$ cat config.mk
export PLATFORM = sky130hd
export DESIGN_NAME = gpr_wr_decoder
export DESIGN_NICKNAME = d
export VERILOG_FILES = /design/src/rtl/gpr_pkg.sv /design/src/rtl/reg_decoder_p.sv /design/src/rtl/gpr_wr_decoder.sv
export SDC_FILE = /design/constraint.sdc
export NUM_CORES = 1
export LEC_CHECK = 0
export CORE_UTILIZATION = 40
export CTS_BUF_LIST = sky130_fd_sc_hd__clkbuf_8 sky130_fd_sc_hd__clkbuf_16
export DETAILED_ROUTE_END_ITERATION = 10
export GPL_ROUTABILITY_DRIVEN = 0
export GPL_TIMING_DRIVEN = 0
export HOLD_SLACK_MARGIN = 0.02
export PLACE_DENSITY = 0.68
export SLEW_MARGIN = 0
export SYNTH_ARGS = -nofsm -noshare
export SYNTH_HDL_FRONTEND = slang
export SYNTH_SLANG_ARGS = --single-unit
$ cat constraint.sdc
create_clock -name clk -period 3.1 [get_ports clk]
set_input_delay 0.62 -clock clk [delete_from_list [all_inputs] [get_ports clk]]
set_output_delay 0.62 -clock clk [all_outputs]
set_load 0.005 [all_outputs]
$ cat src/rtl/gpr_pkg.sv
// Shared sizing helpers and constants for the GPR write-back decoder slice.
package gpr_pkg;

  localparam int unsigned ADDR_W_DEF = 4;
  localparam int unsigned REG_ZERO   = 0;

  function automatic int unsigned clog2(input int unsigned v);
    int unsigned r;
    r = 0;
    for (int unsigned i = 0; i < 32; i++) begin
      if ((32'd1 << i) < v) r = i + 1;
    end
    return r;
  endfunction

  function automatic int unsigned nregs_f(input int unsigned addr_w);
    return 32'd1 << addr_w;
  endfunction

  // Port-select fields are at least one bit wide, even with a single port.
  function automatic int unsigned psel_w_f(input int unsigned nports);
    return (clog2(nports) > 1) ? clog2(nports) : 1;
  endfunction

endpackage

$ cat src/rtl/reg_decoder_p.sv
// Enabled ADDR_W-to-2**ADDR_W one-hot decoder, one instance per write port.
module reg_decoder_p #(
  parameter int unsigned ADDR_W = 4
) (
  input  logic                     en,
  input  logic [ADDR_W-1:0]        addr,
  output logic [(1<<ADDR_W)-1:0]   onehot_c
);

  always_comb begin
    onehot_c = '0;
    if (en) onehot_c[addr] = 1'b1;
  end

endmodule

$ cat src/rtl/gpr_wr_decoder.sv
// Multi-port GPR write decoder: conflict resolution, registered strobes,
// pending-write scoreboard and RAW hazard flags for two read ports.
module gpr_wr_decoder
  import gpr_pkg::*;
#(
  parameter int unsigned ADDR_W  = ADDR_W_DEF,
  parameter int unsigned NPORTS  = 2,
  parameter int unsigned R0_ZERO = 0
) (
  input  logic                                         clk,
  input  logic                                         rst_n,
  input  logic [NPORTS-1:0]                            we,
  input  logic [NPORTS*ADDR_W-1:0]                     waddr,
  input  logic                                         issue_vld,
  input  logic [ADDR_W-1:0]                            issue_addr,
  input  logic                                         flush,
  input  logic [ADDR_W-1:0]                            raddr_a,
  input  logic [ADDR_W-1:0]                            raddr_b,
  output logic [nregs_f(ADDR_W)-1:0]                   out_d,
  output logic [nregs_f(ADDR_W)*psel_w_f(NPORTS)-1:0]  out_sel,
  output logic                                         conflict,
  output logic [nregs_f(ADDR_W)-1:0]                   busy,
  output logic                                         haz_a,
  output logic                                         haz_b
);

  localparam int unsigned NREGS  = nregs_f(ADDR_W);
  localparam int unsigned PSEL_W = psel_w_f(NPORTS);
  localparam bit          R0     = (R0_ZERO != 0);
  localparam logic [ADDR_W-1:0] ZERO_ADDR = ADDR_W'(REG_ZERO);

  logic [ADDR_W-1:0]       pa [NPORTS];
  logic [NPORTS-1:0]       acc_c;
  logic [NREGS-1:0]        onehot_c [NPORTS];
  logic [NREGS-1:0]        wr_mask_c;
  logic [NREGS-1:0]        issue_mask_c;
  logic                    conflict_c;
  logic [NREGS-1:0]        out_d_nxt;
  logic [NREGS*PSEL_W-1:0] out_sel_nxt;
  logic                    conflict_nxt;
  logic [NREGS-1:0]        busy_nxt;

  for (genvar g = 0; g < NPORTS; g++) begin : g_port
    assign pa[g] = waddr[g*ADDR_W +: ADDR_W];

    reg_decoder_p #(.ADDR_W(ADDR_W)) u_dec (
      .en       (acc_c[g]),
      .addr     (pa[g]),
      .onehot_c (onehot_c[g])
    );
  end

  // Lowest enabled port wins a shared target; r0 writes vanish when hard-wired.
  always_comb begin
    acc_c      = '0;
    conflict_c = 1'b0;
    for (int p = 0; p < NPORTS; p++) begin
      acc_c[p] = we[p] && !(R0 && (pa[p] == ZERO_ADDR));
      for (int q = 0; q < p; q++) begin
        if (we[q] && (pa[q] == pa[p])) begin
          acc_c[p] = 1'b0;
          if (we[p] && !(R0 && (pa[p] == ZERO_ADDR))) conflict_c = 1'b1;
        end
      end
    end
  end

  // Next-state for strobes, port selects and the scoreboard.
  always_comb begin
    wr_mask_c    = '0;
    out_sel_nxt  = '0;
    issue_mask_c = '0;
    for (int p = 0; p < NPORTS; p++) begin
      wr_mask_c = wr_mask_c | onehot_c[p];
      for (int r = 0; r < NREGS; r++) begin
        if (onehot_c[p][r]) out_sel_nxt[r*PSEL_W +: PSEL_W] = PSEL_W'(p);
      end
    end
    if (issue_vld && !(R0 && (issue_addr == ZERO_ADDR))) issue_mask_c[issue_addr] = 1'b1;

    out_d_nxt    = wr_mask_c;
    conflict_nxt = conflict_c;
    // A new producer outranks a same-cycle write-back to the same register.
    busy_nxt     = (busy & ~wr_mask_c) | issue_mask_c;
    if (flush) begin
      out_d_nxt    = '0;
      out_sel_nxt  = '0;
      conflict_nxt = 1'b0;
      busy_nxt     = '0;
    end
  end

  always_ff @(posedge clk or negedge rst_n) begin
    if (!rst_n) begin
      out_d    <= '0;
      out_sel  <= '0;
      conflict <= 1'b0;
      busy     <= '0;
    end else begin
      out_d    <= out_d_nxt;
      out_sel  <= out_sel_nxt;
      conflict <= conflict_nxt;
      busy     <= busy_nxt;
    end
  end

  // A write-back landing this cycle bypasses the pending hazard.
  assign haz_a = busy[raddr_a] && !wr_mask_c[raddr_a] && !(R0 && (raddr_a == ZERO_ADDR));
  assign haz_b = busy[raddr_b] && !wr_mask_c[raddr_b] && !(R0 && (raddr_b == ZERO_ADDR));

endmodule
## Yosys cells after proc, flatten, opt, wreduce, memory -nomap -nowiden

Cells that the tools add are included.

- Bits in registers: 49
- Input bits: 26
- Output and inout port bits: 51
- Logic and storage cells: 65

- Order comparisons: 8
- Equality and inequality tests: 1
- Muxes and demuxes: 40
- Bitwise logic cells: 4
- Reduce and logical (&&, ||, !) cells: 8

Operators with widths:

| operator | number |
|---|---|
| 2-to-1 mux 16 bit | 6 |
| OR 16 bit | 2 |
| 2-to-1 mux 1 bit | 27 |
| less-than comparator 4 x 5 -> 1 bit (second input constant) | 5 |
| AND 16 bit | 1 |
| binary-select mux 1 bit (select 4 bit) | 4 |
| inverter 16 bit | 1 |
| demux 1 bit (select 4 bit) | 3 |
| >= comparator 4 x 1 -> 1 bit (second input constant) | 3 |
| logical AND 1 bit | 6 |
| equality test 4 bit | 1 |
| logical NOT 1 bit | 2 |

## Logic depth before layout (Yosys ltp)

Gate-level depths: netlist of the first run.

- Word-level depth: 10
- Mapped depth: 8
- Depth with buffers taken out: 6

## Modules after synthesis

Synthesis of the first run repeated with hierarchy kept, for this count alone.

- Cell total of the unflattened synthesis: 230
- Area total of the unflattened synthesis: 2327.2 µm²

Modules (own cells, without submodules):

| module | instances | cells an instance | area each (µm²) | seq. area each (µm²) |
|---|---|---|---|---|
| gpr_wr_decoder | 1 | 184 | 2092.0 | 1226.2 |
| reg_decoder_p | 2 | 23 | 117.6 | 0.0 |

## Worst setup path before layout of the first run

OpenSTA, ideal clock, no wires.

- Path kind: input-to-output
- From: input waddr[5]
- To: output haz_b
- Arrival: 2.238 ns
- Required time: 2.480 ns
- Path slack: 0.242 ns
- Cell stages on the path: 8
- Path buffers: 2
- Cell sequence: buf_6 xor2_2 or4_1 buf_6 a31oi_4 mux4_2 mux2i_1 o22ai_1

- Word-level cells in the longest chain between the ends: 10
- Elaborated cells on any way between the ends: 14
- Classes of those cells: 2 x order compare; 1 x eq/ne; 6 x mux; 1 x bitwise; 4 x reduce/logical

Ends and longest elaborated chain:

| element | line | RTL |
|---|---|---|
| from (decl) | gpr_wr_decoder.sv:13 | `input logic [NPORTS*ADDR_W-1:0] waddr,` |
| less-than comparator 4 x 5 -> 1 bit (not written as such) / >= comparator 4 x 1 -> 1 bit (equally long branches) | reg_decoder_p.sv:12 | `if (en) onehot_c[addr] = 1'b1;` |
| logical AND 1 bit (not written as such) | reg_decoder_p.sv:12 |  |
| 2-to-1 mux 1 bit (not written as such) | reg_decoder_p.sv:12 |  |
| demux 1 bit (select 4 bit) | - |  |
| 2-to-1 mux 16 bit (*) | reg_decoder_p.sv:12 |  |
| OR 16 bit (*) | gpr_wr_decoder.sv:74 | `wr_mask_c = wr_mask_c \| onehot_c[p];` |
| binary-select mux 1 bit (select 4 bit) (*) | gpr_wr_decoder.sv:109 | `assign haz_b = busy[raddr_b] && !wr_mask_c[raddr_b] && !(R0 && (raddr_b == ZERO_ADDR));` |
| 2-to-1 mux 1 bit (not written as such) (*) | gpr_wr_decoder.sv:109 |  |
| logical NOT 1 bit (*) | gpr_wr_decoder.sv:109 |  |
| logical AND 1 bit (*) | gpr_wr_decoder.sv:109 |  |
| to (decl) | gpr_wr_decoder.sv:24 | `output logic haz_b` |

Mark *: on every way between the ends. The rest lies on a longest branch, timed or not. The select of a mux whose other input is x is not followed.

## Worst setup path in the final report of the first run

- From: input waddr[1]
- To: output haz_b

- Word-level cells in the longest chain between the ends: 10
- Elaborated cells on any way between the ends: 15
- Classes of those cells: 2 x order compare; 1 x eq/ne; 7 x mux; 1 x bitwise; 4 x reduce/logical

Ends and longest elaborated chain:

| element | line |
|---|---|
| less-than comparator 4 x 5 -> 1 bit (not written as such) / >= comparator 4 x 1 -> 1 bit (equally long branches) | reg_decoder_p.sv:12 |
| logical AND 1 bit (not written as such) | reg_decoder_p.sv:12 |
| 2-to-1 mux 1 bit (not written as such) | reg_decoder_p.sv:12 |
| demux 1 bit (select 4 bit) | - |
| 2-to-1 mux 16 bit | reg_decoder_p.sv:12 |
| OR 16 bit (*) | gpr_wr_decoder.sv:74 |
| binary-select mux 1 bit (select 4 bit) (*) | gpr_wr_decoder.sv:109 |
| 2-to-1 mux 1 bit (not written as such) (*) | gpr_wr_decoder.sv:109 |
| logical NOT 1 bit (*) | gpr_wr_decoder.sv:109 |
| logical AND 1 bit (*) | gpr_wr_decoder.sv:109 |

Marked as above.

==> results of run 1 <==
## what timing repair did
item | 4_1_cts | 5_1_grt
endpoints found under the setup margin | 2 | 2
pin swaps | 11 | 11
resized for setup | 67 | 15
buffers inserted | 15 | 1
gates cloned | 0 | 0
## registers in the layout, indices dropped and copies added (netlist names)
signal	cells
out_d	16
conflict	1
busy	16
out_sel	16
## power breakdown
| part | switching [mW] | internal [mW] |
|---|---|---|
| Sequential | 0.00620 | 0.649 |
| Combinational | 0.149 | 0.125 |
| Clock | 0.240 | 0.163 |
| Total | 0.395 | 0.937 |
## synth_stat cells (all sizes together), types with 3 or more instances
library cell  instances  area (µm²)
o22ai                 5        31.3
nor3b                 3        22.5
buf                   7        48.8
a21oi                 4        23.8
mux4                 11         248
a31oi                 6        82.6
nand3                 6        30.0
clkbuf               11        41.3
nor3                 12        60.1
nand2b                6        37.5
nor2                 59         221
dfrtp                49        1230
nand2                16        60.1
nand3b                3        22.5
and3                  4        25.0
a22oi                19         143
a32oi                 6        52.6
nor2b                10        62.6
a22o                  4        35.0
inv                   4        15.0
xor2                  4        50.1
## how the worst min path moves through the flow
stage               end  depth (start not counted)
2_1_floorplan   busy[0]                          0
3_3_place_gp    busy[7]                          2
3_5_place_dp   out_d[1]                          1
4_1_cts        out_d[3]                          1
5_1_grt        out_d[3]                          1
6_report       out_d[1]                          1
## logic make-up after synthesis
kind of cell    count (synthesis)  share of synthesized area (%)
xor+xnor                        4                           1.79
mux                            14                           10.0
compound gates                 58                           18.1
flops                          49                           43.9
buf+inv                        22                           3.76
simple gates                  130                           22.4
## layout make-up
type | count | area [µm²]
Fill cell | 599 | 2750
Multi-Input combinational cell | 206 | 1610
Sequential cell | 49 | 1230
Timing Repair Buffer | 88 | 858
Buffer | 17 | 101
Tap cell | 80 | 100
Clock buffer | 5 | 68.8
Clock inverter | 3 | 25.0
Inverter | 4 | 15.0
## routing by layer
layer  routed length (µm)  up-vias
met3                  700       14
met4                  184        0
li1                     -     1201
met5                    0        -
met1                 3430     1255
met2                 4020      134
## per-stage QoR
stage | util, % | setup WS [ns]
floorplan | - | 0.242
detailed placement | 53.6 | -1.16
CTS | 58.3 | -0.105
finish | 59.3 | -0.125
global placement | 53.3 | -1.17
global route | 59.3 | -0.162
==> out/results.env, run 1 <==
OUTCOME='finished, violations left'
FAILED_CHECKS='design-rule violations, negative setup slack'
POST_LAYOUT_INSTANCE_COUNT_EXCLUDING_FILLER_CELLS=452
SLEW_VIOLATIONS=0
CTS_TREE='yes'
CLK_PATH_BUF_DEPTH=2
SYNTHTOLAYOUTAREAGROWTH_PCT=43.4
SYNTH_SEQ_CELLS=49
DRV_CAP=0
SETUP_VIOL=2
WORST_EP_REQUIRED_TIME_NS=2.48
LAYOUT.CELLS.MOST_COMMON_LIST='clkdlybuf4s50_1 (60), nor2_1 (58), dfrtp_1 (49)'
START_UTIL_PCT=41.3
PATH_DEPTH=9
CP-STARTPOINT='waddr[1]'
POWER-PER-CELL-AREA_nW_PER_UM2=333
PORT_BUFFERS=71
SYNTH.LIB_CELLS_USED.DISTINCT=50
GLOBAL_ROUTE.USAGE.MET1_PCT=31.6
GLOBALROUTEOVERFLOWTOTAL=0
AVGVIACOUNTPERCELL=5.76
ROUTED-VIA-COUNT=2604
LEAKAGE_nW=1.63
WHS_NS=0.207
GRT_FIRST_PASS_WIRELENGTH_MM=13.3
TOTALPOWERFINAL_mW=1.33
DIE_Y_UM=85.6
GRT_USAGE_PCT=24.1
POST-ROUTE-CELL-AREA_UM2=4010
CRIT_END='haz_b'
WORSTPATHCELLLIST='buf_8 -> xor2_4 -> or4_4 -> a31oi_4 -> buf_6 -> mux4_2 -> mux2i_1 -> o22ai_1 -> buf_2'
CHIPWIDTH_UM=85.6
TIMING.SETUP.CRITICAL_PATH_CLASS='input pin to output pin'
MOSTFREQUENTLAYOUTCELL='clkdlybuf4s50_1'
PEAKVDDDROP_mV=0.183
CTS_SINKS=49
GRT_START_MAX_NET_PINS=37
CRITPATHMAXFANOUT=5
SYNTH.CELL_AREA_UM2=2790
FINAL.SETUP_SKEW_NS=0
GRT_BUSIEST_LAYER='met2'
SLOWEST_STAGE_CELL_ON_THE_CRITICAL_PATH='or4_4'
DETAIL_ROUTE.ITER0.VIOLATIONS=226
PATH_CLK_SLEW_NS=0.09
SLOWEST_DELAY_NS=0.64
DETAIL-ROUTE-ANTENNA-NETS=0
HPWL_MM=6.08
SYNTH_FLOP_CELL='dfrtp_1'
SHARE_OF_THE_CLOCK_PERIOD_USED_BY_THE_WORST_PATH_PCT=104
NUM-NETS-FINAL=397
CLOCK_INSERTION_DELAY_WORST_SKEW_NS=0.31
TRITONCTS.NUM_BUFFERS=5
WORST_R2R_STARTPOINT='busy[15]'
WORST_SLEW_MARGIN_REL_PCT=59.0
RSZ0062_AT_GRT='true'
R2R_SLACK_NS=2.26
CLOCKROOTBUFFER='clkbuf_8'
MIN-DELAY-PATH-CLASS='input pin to async pin'
YOSYS_WARNINGS=0
FINALSETUPTNS_NS=-0.184
CLOCK_TREE.HTREE_LEVEL_COUNT=2
POST-ROUTE-WORST-SETUP-SLACK_NS=-0.125
GLOBAL_ROUTE.USAGE.MET2_PCT=40.2
POST_ROUTE_CELLS_DRIVE_ABOVE_1_SHARE_PCT=22.8
SYN-NUM-NETS=303
DRC=1
IO_PINS=77
CORE-AREA_UM2=6760
DPL_CELL_AREA_UM2=3620
WORST-PATH-BUF-INV=3
CRITPATHLAUNCHTYPE='input pin'
CAPTURING_ELEMENT_TYPE_OF_THE_CRITICAL_PATH='output pin'
MAX_FREQ_MHz=310
DPL.CELL_COUNT=429
SYN_AVG_CELL_AREA_UM2=10.1
ANT_DIODES=0
ROWS=30
POST_CTS_HOLD_BUFFER_COUNT=0
WIRELENGTH_MM=8.33
MAX_SLEW.WORST_PIN.SLEW_NS=0.615
WIRE_PER_INST_UM=18.4
CRITICAL_PATH_ARRIVAL_NS=2.61
FINAL-HOLD-VIOLATION-COUNT=0
SYNTH-SEQ-AREA-SHARE_PCT=43.9
REG2REGPATHDEPTH=2
ANTENNA_FOUND_INITIAL=0
SYNTH-EDFF-COUNT=0
MET3_USAGE_PCT=4.72
PERIOD_MINUS_SLACK_NS=3.23
FP.DIEAREA_UM2=7320
FIRST_GLOBAL_VIAS=2531
CELL_COUNT_AFTER_SYNTHESIS=277
YS_ASYNC_SR_FRACTION_PCT=100
DRT_FIRST_PASS_ITERS=7
CRIT_FAMILY='simple AND/OR/NAND/NOR gates'
WORSTREG2REGEND='busy[15]'
Note: power is estimated with default switching activity, not from simulation.
==> run 2: changes to the inputs <==
--- a/config.mk
+++ b/config.mk
@@ -11,7 +11,7 @@
 export GPL_ROUTABILITY_DRIVEN = 0
 export GPL_TIMING_DRIVEN = 0
 export HOLD_SLACK_MARGIN = 0.02
-export PLACE_DENSITY = 0.68
+export PLACE_DENSITY = 0.71
 export SLEW_MARGIN = 0
 export SYNTH_ARGS = -nofsm -noshare
 export SYNTH_HDL_FRONTEND = slang
==> constraint.sdc (replaced) <==
create_clock -name clk -period 2.8 [get_ports clk]
set_input_delay 0.56 -clock clk [delete_from_list [all_inputs] [get_ports clk]]
set_output_delay 0.56 -clock clk [all_outputs]
set_load 0.005 [all_outputs]
==> run 2 against run 1 <==
Net effect:
- the flow finishes with violations (negative setup slack)
- flip-flop and latch count unchanged
- total power increased by 11%
- wire length increased by 2.1%
- core utilization increased by 3.5 points
- clock skew unchanged
- design area increased by 5.8%
- largest power group unchanged
- clock-buffer cell count unchanged
- worst setup slack got worse by 0.19 ns
- die area unchanged
- combinational power increased by 19%
- register-to-register slack got worse by 0.27 ns
- highest routed layer unchanged
==> out/results.env, run 2 (synthesis results as in run 1) <==
CLOCKROOTBUFFER='clkbuf_8'
GLOBALROUTEOVERFLOWTOTAL=0  # unchanged
WORST_R2R_STARTPOINT='busy[15]'
PEAKVDDDROP_mV=0.215  # +17%
LEAKAGE_nW=1.75  # +7.1%
PORT_BUFFERS=71  # unchanged
POWER-PER-CELL-AREA_nW_PER_UM2=349  # +4.8%
MAX_FREQ_MHz=321
REG2REGPATHDEPTH=2  # unchanged
POST_CTS_HOLD_BUFFER_COUNT=0  # unchanged
CLOCK_INSERTION_DELAY_WORST_SKEW_NS=0.30  # about the same
CRITPATHMAXFANOUT=5  # unchanged
RSZ0062_AT_GRT='true'
MAX_SLEW.WORST_PIN.SLEW_NS=0.698  # +0.0831 ns
MIN-DELAY-PATH-CLASS='input pin to async pin'
CTS_TREE='yes'
SYNTHTOLAYOUTAREAGROWTH_PCT=51.8
ROUTED-VIA-COUNT=2720  # +4.5%
R2R_SLACK_NS=1.99  # -0.27 ns
FINAL-HOLD-VIOLATION-COUNT=0  # unchanged
CAPTURING_ELEMENT_TYPE_OF_THE_CRITICAL_PATH='output pin'
CTS_SINKS=49  # unchanged
START_UTIL_PCT=41.3  # unchanged
LARGESTREGISTERS='busy x16, out_d x16, out_sel x16'
ANTENNA_FOUND_INITIAL=0  # unchanged
POST_ROUTE_CELLS_DRIVE_ABOVE_1_SHARE_PCT=27.1  # +4.3 points
TRITONCTS.NUM_BUFFERS=5  # unchanged
FAILED_CHECKS='negative setup slack'
WORST_SLEW_MARGIN_REL_PCT=53.4  # -5.5 points
DETAIL-ROUTE-ANTENNA-NETS=0  # unchanged
FINALSETUPTNS_NS=-0.737  # -0.553 ns
FINAL.SETUP_SKEW_NS=0  # unchanged
WIRE_PER_INST_UM=18.1  # -2.0%
DETAIL_ROUTE.ITER0.VIOLATIONS=252  # +12%
FIRST_GLOBAL_VIAS=2670  # +5.5%
GRT_USAGE_PCT=24.2  # +0.12 points
DRV_CAP=0  # unchanged
SLEW_VIOLATIONS=0  # unchanged
WIRELENGTH_MM=8.51  # +2.1%
CHIPWIDTH_UM=85.6  # unchanged
HPWL_MM=5.90  # -2.9%
PERIOD_MINUS_SLACK_NS=3.12
GRT_FIRST_PASS_WIRELENGTH_MM=13.6  # +2.2%
DRT_FIRST_PASS_ITERS=4  # -3
SETUP_VIOL=3  # +1
CORE-AREA_UM2=6760  # unchanged
WORST_EP_REQUIRED_TIME_NS=2.24  # -0.24 ns
DRC=0  # -1
ROWS=30  # unchanged
DIE_Y_UM=85.6  # unchanged
POST-ROUTE-WORST-SETUP-SLACK_NS=-0.317  # -0.191 ns
MOSTFREQUENTLAYOUTCELL='clkdlybuf4s50_1'
AVGVIACOUNTPERCELL=5.77  # +0.24%
CRITICAL_PATH_ARRIVAL_NS=2.56  # -0.05 ns
CLOCK_TREE.HTREE_LEVEL_COUNT=2  # unchanged
IO_PINS=77  # unchanged
OUTCOME='finished, violations left'
ANT_DIODES=0  # unchanged
NUM-NETS-FINAL=416  # +4.8%
FP.DIEAREA_UM2=7320  # unchanged
TIMING.SETUP.CRITICAL_PATH_CLASS='input pin to output pin'
PATH_CLK_SLEW_NS=0.09  # about the same
GRT_START_MAX_NET_PINS=43  # +16%
CRITPATHLAUNCHTYPE='input pin'
PRE_CTS_WS_NS=-1.28  # -0.117 ns
WORSTREG2REGEND='busy[15]'
SHARE_OF_THE_CLOCK_PERIOD_USED_BY_THE_WORST_PATH_PCT=111
CLK_PATH_BUF_DEPTH=2  # unchanged
LAYOUT.CELLS.MOST_COMMON_LIST='clkdlybuf4s50_1 (60), nor2_1 (58), dfrtp_1 (49)'
FINAL.FILL_COUNT=532  # -11%
-- run 2: cell count changes in the layout (fill, tap and decap cells not counted), sizes merged --
cell and delta:
buf +19
-- run 2: metal layers --
layer / vias up / share of wire, % / GRT usage (%)
met2: 132 / 48 / 40.9
met4: 0 / 2.6 / 7.88
met3: 16 / 6.9 / 3.75
li1: 1242 / - / -
met1: 1330 / 42 / 32.2
met5: - / 0 / 0
-- run 2: final cells by class --
class	instances	area, µm²	share of cell area (%)
Clock inverter	3	21.3	0.502
Inverter	4	15.0	0.354
Timing Repair Buffer	106	1040	24.5
Sequential cell	49	1230	28.9
Multi-Input combinational cell	206	1650	39.0
Tap cell	80	100	2.36
Buffer	18	116	2.74
Clock buffer	5	68.8	1.62
-- run 2: how the worst max path moves through the flow --
| stage | start | endpoint | slack (ns) | cells past startpoint |
|---|---|---|---|---|
| after floorplan | waddr[5] | haz_b | 0.06 | 8 |
| after global placement | waddr[3] | haz_b | -1.27 | 8 |
| after detailed placement | waddr[3] | haz_a | -1.28 | 8 |
| after CTS | waddr[7] | haz_b | -0.29 | 10 |
| after global routing | waddr[1] | haz_b | -0.35 | 10 |
| final | waddr[1] | haz_b | -0.32 | 10 |
-- run 2: worst max-delay path, cell delays in order --
cell and delay [ns]:
buf_8 0.11, xor2_4 0.19, or4_4 0.55, buf_8 0.16, buf_6 0.12, a31oi_4 0.19, mux4_2 0.26, mux2i_1 0.08
o22ai_1 0.19, buf_2 0.15
-- run 2: timing repair --
action	4_1_cts	5_1_grt
pin swaps	13	12
buffers inserted	29	6
resized for setup	73	28
endpoints found under the setup margin	2	3
-- run 2: power breakdown --
| part | total [mW] | leakage (nW) | internal, mW | switching [mW] |
|---|---|---|---|---|
| Combinational | 0.327 | 1.02 | 0.153 | 0.173 |
| Sequential | 0.725 | 0.680 | 0.718 | 0.00701 |
| Clock | 0.426 | 0.0445 | 0.178 | 0.248 |
| Total | 1.48 | 1.75 | 1.05 | 0.429 |
-- run 2: metrics by stage --
stage	area [µm²]	total power, mW	std cells	hold WS (ns)	util (%)
after floorplan	2790	0.872	277	0.264	-
after global routing	4240	1.54	471	0.103	62.7
after detailed placement	3620	0.992	429	0.434	53.6
after global placement	3600	0.986	428	0.551	53.3
final	4240	1.48	471	0.100	62.7
after CTS	4080	1.45	466	0.105	60.3
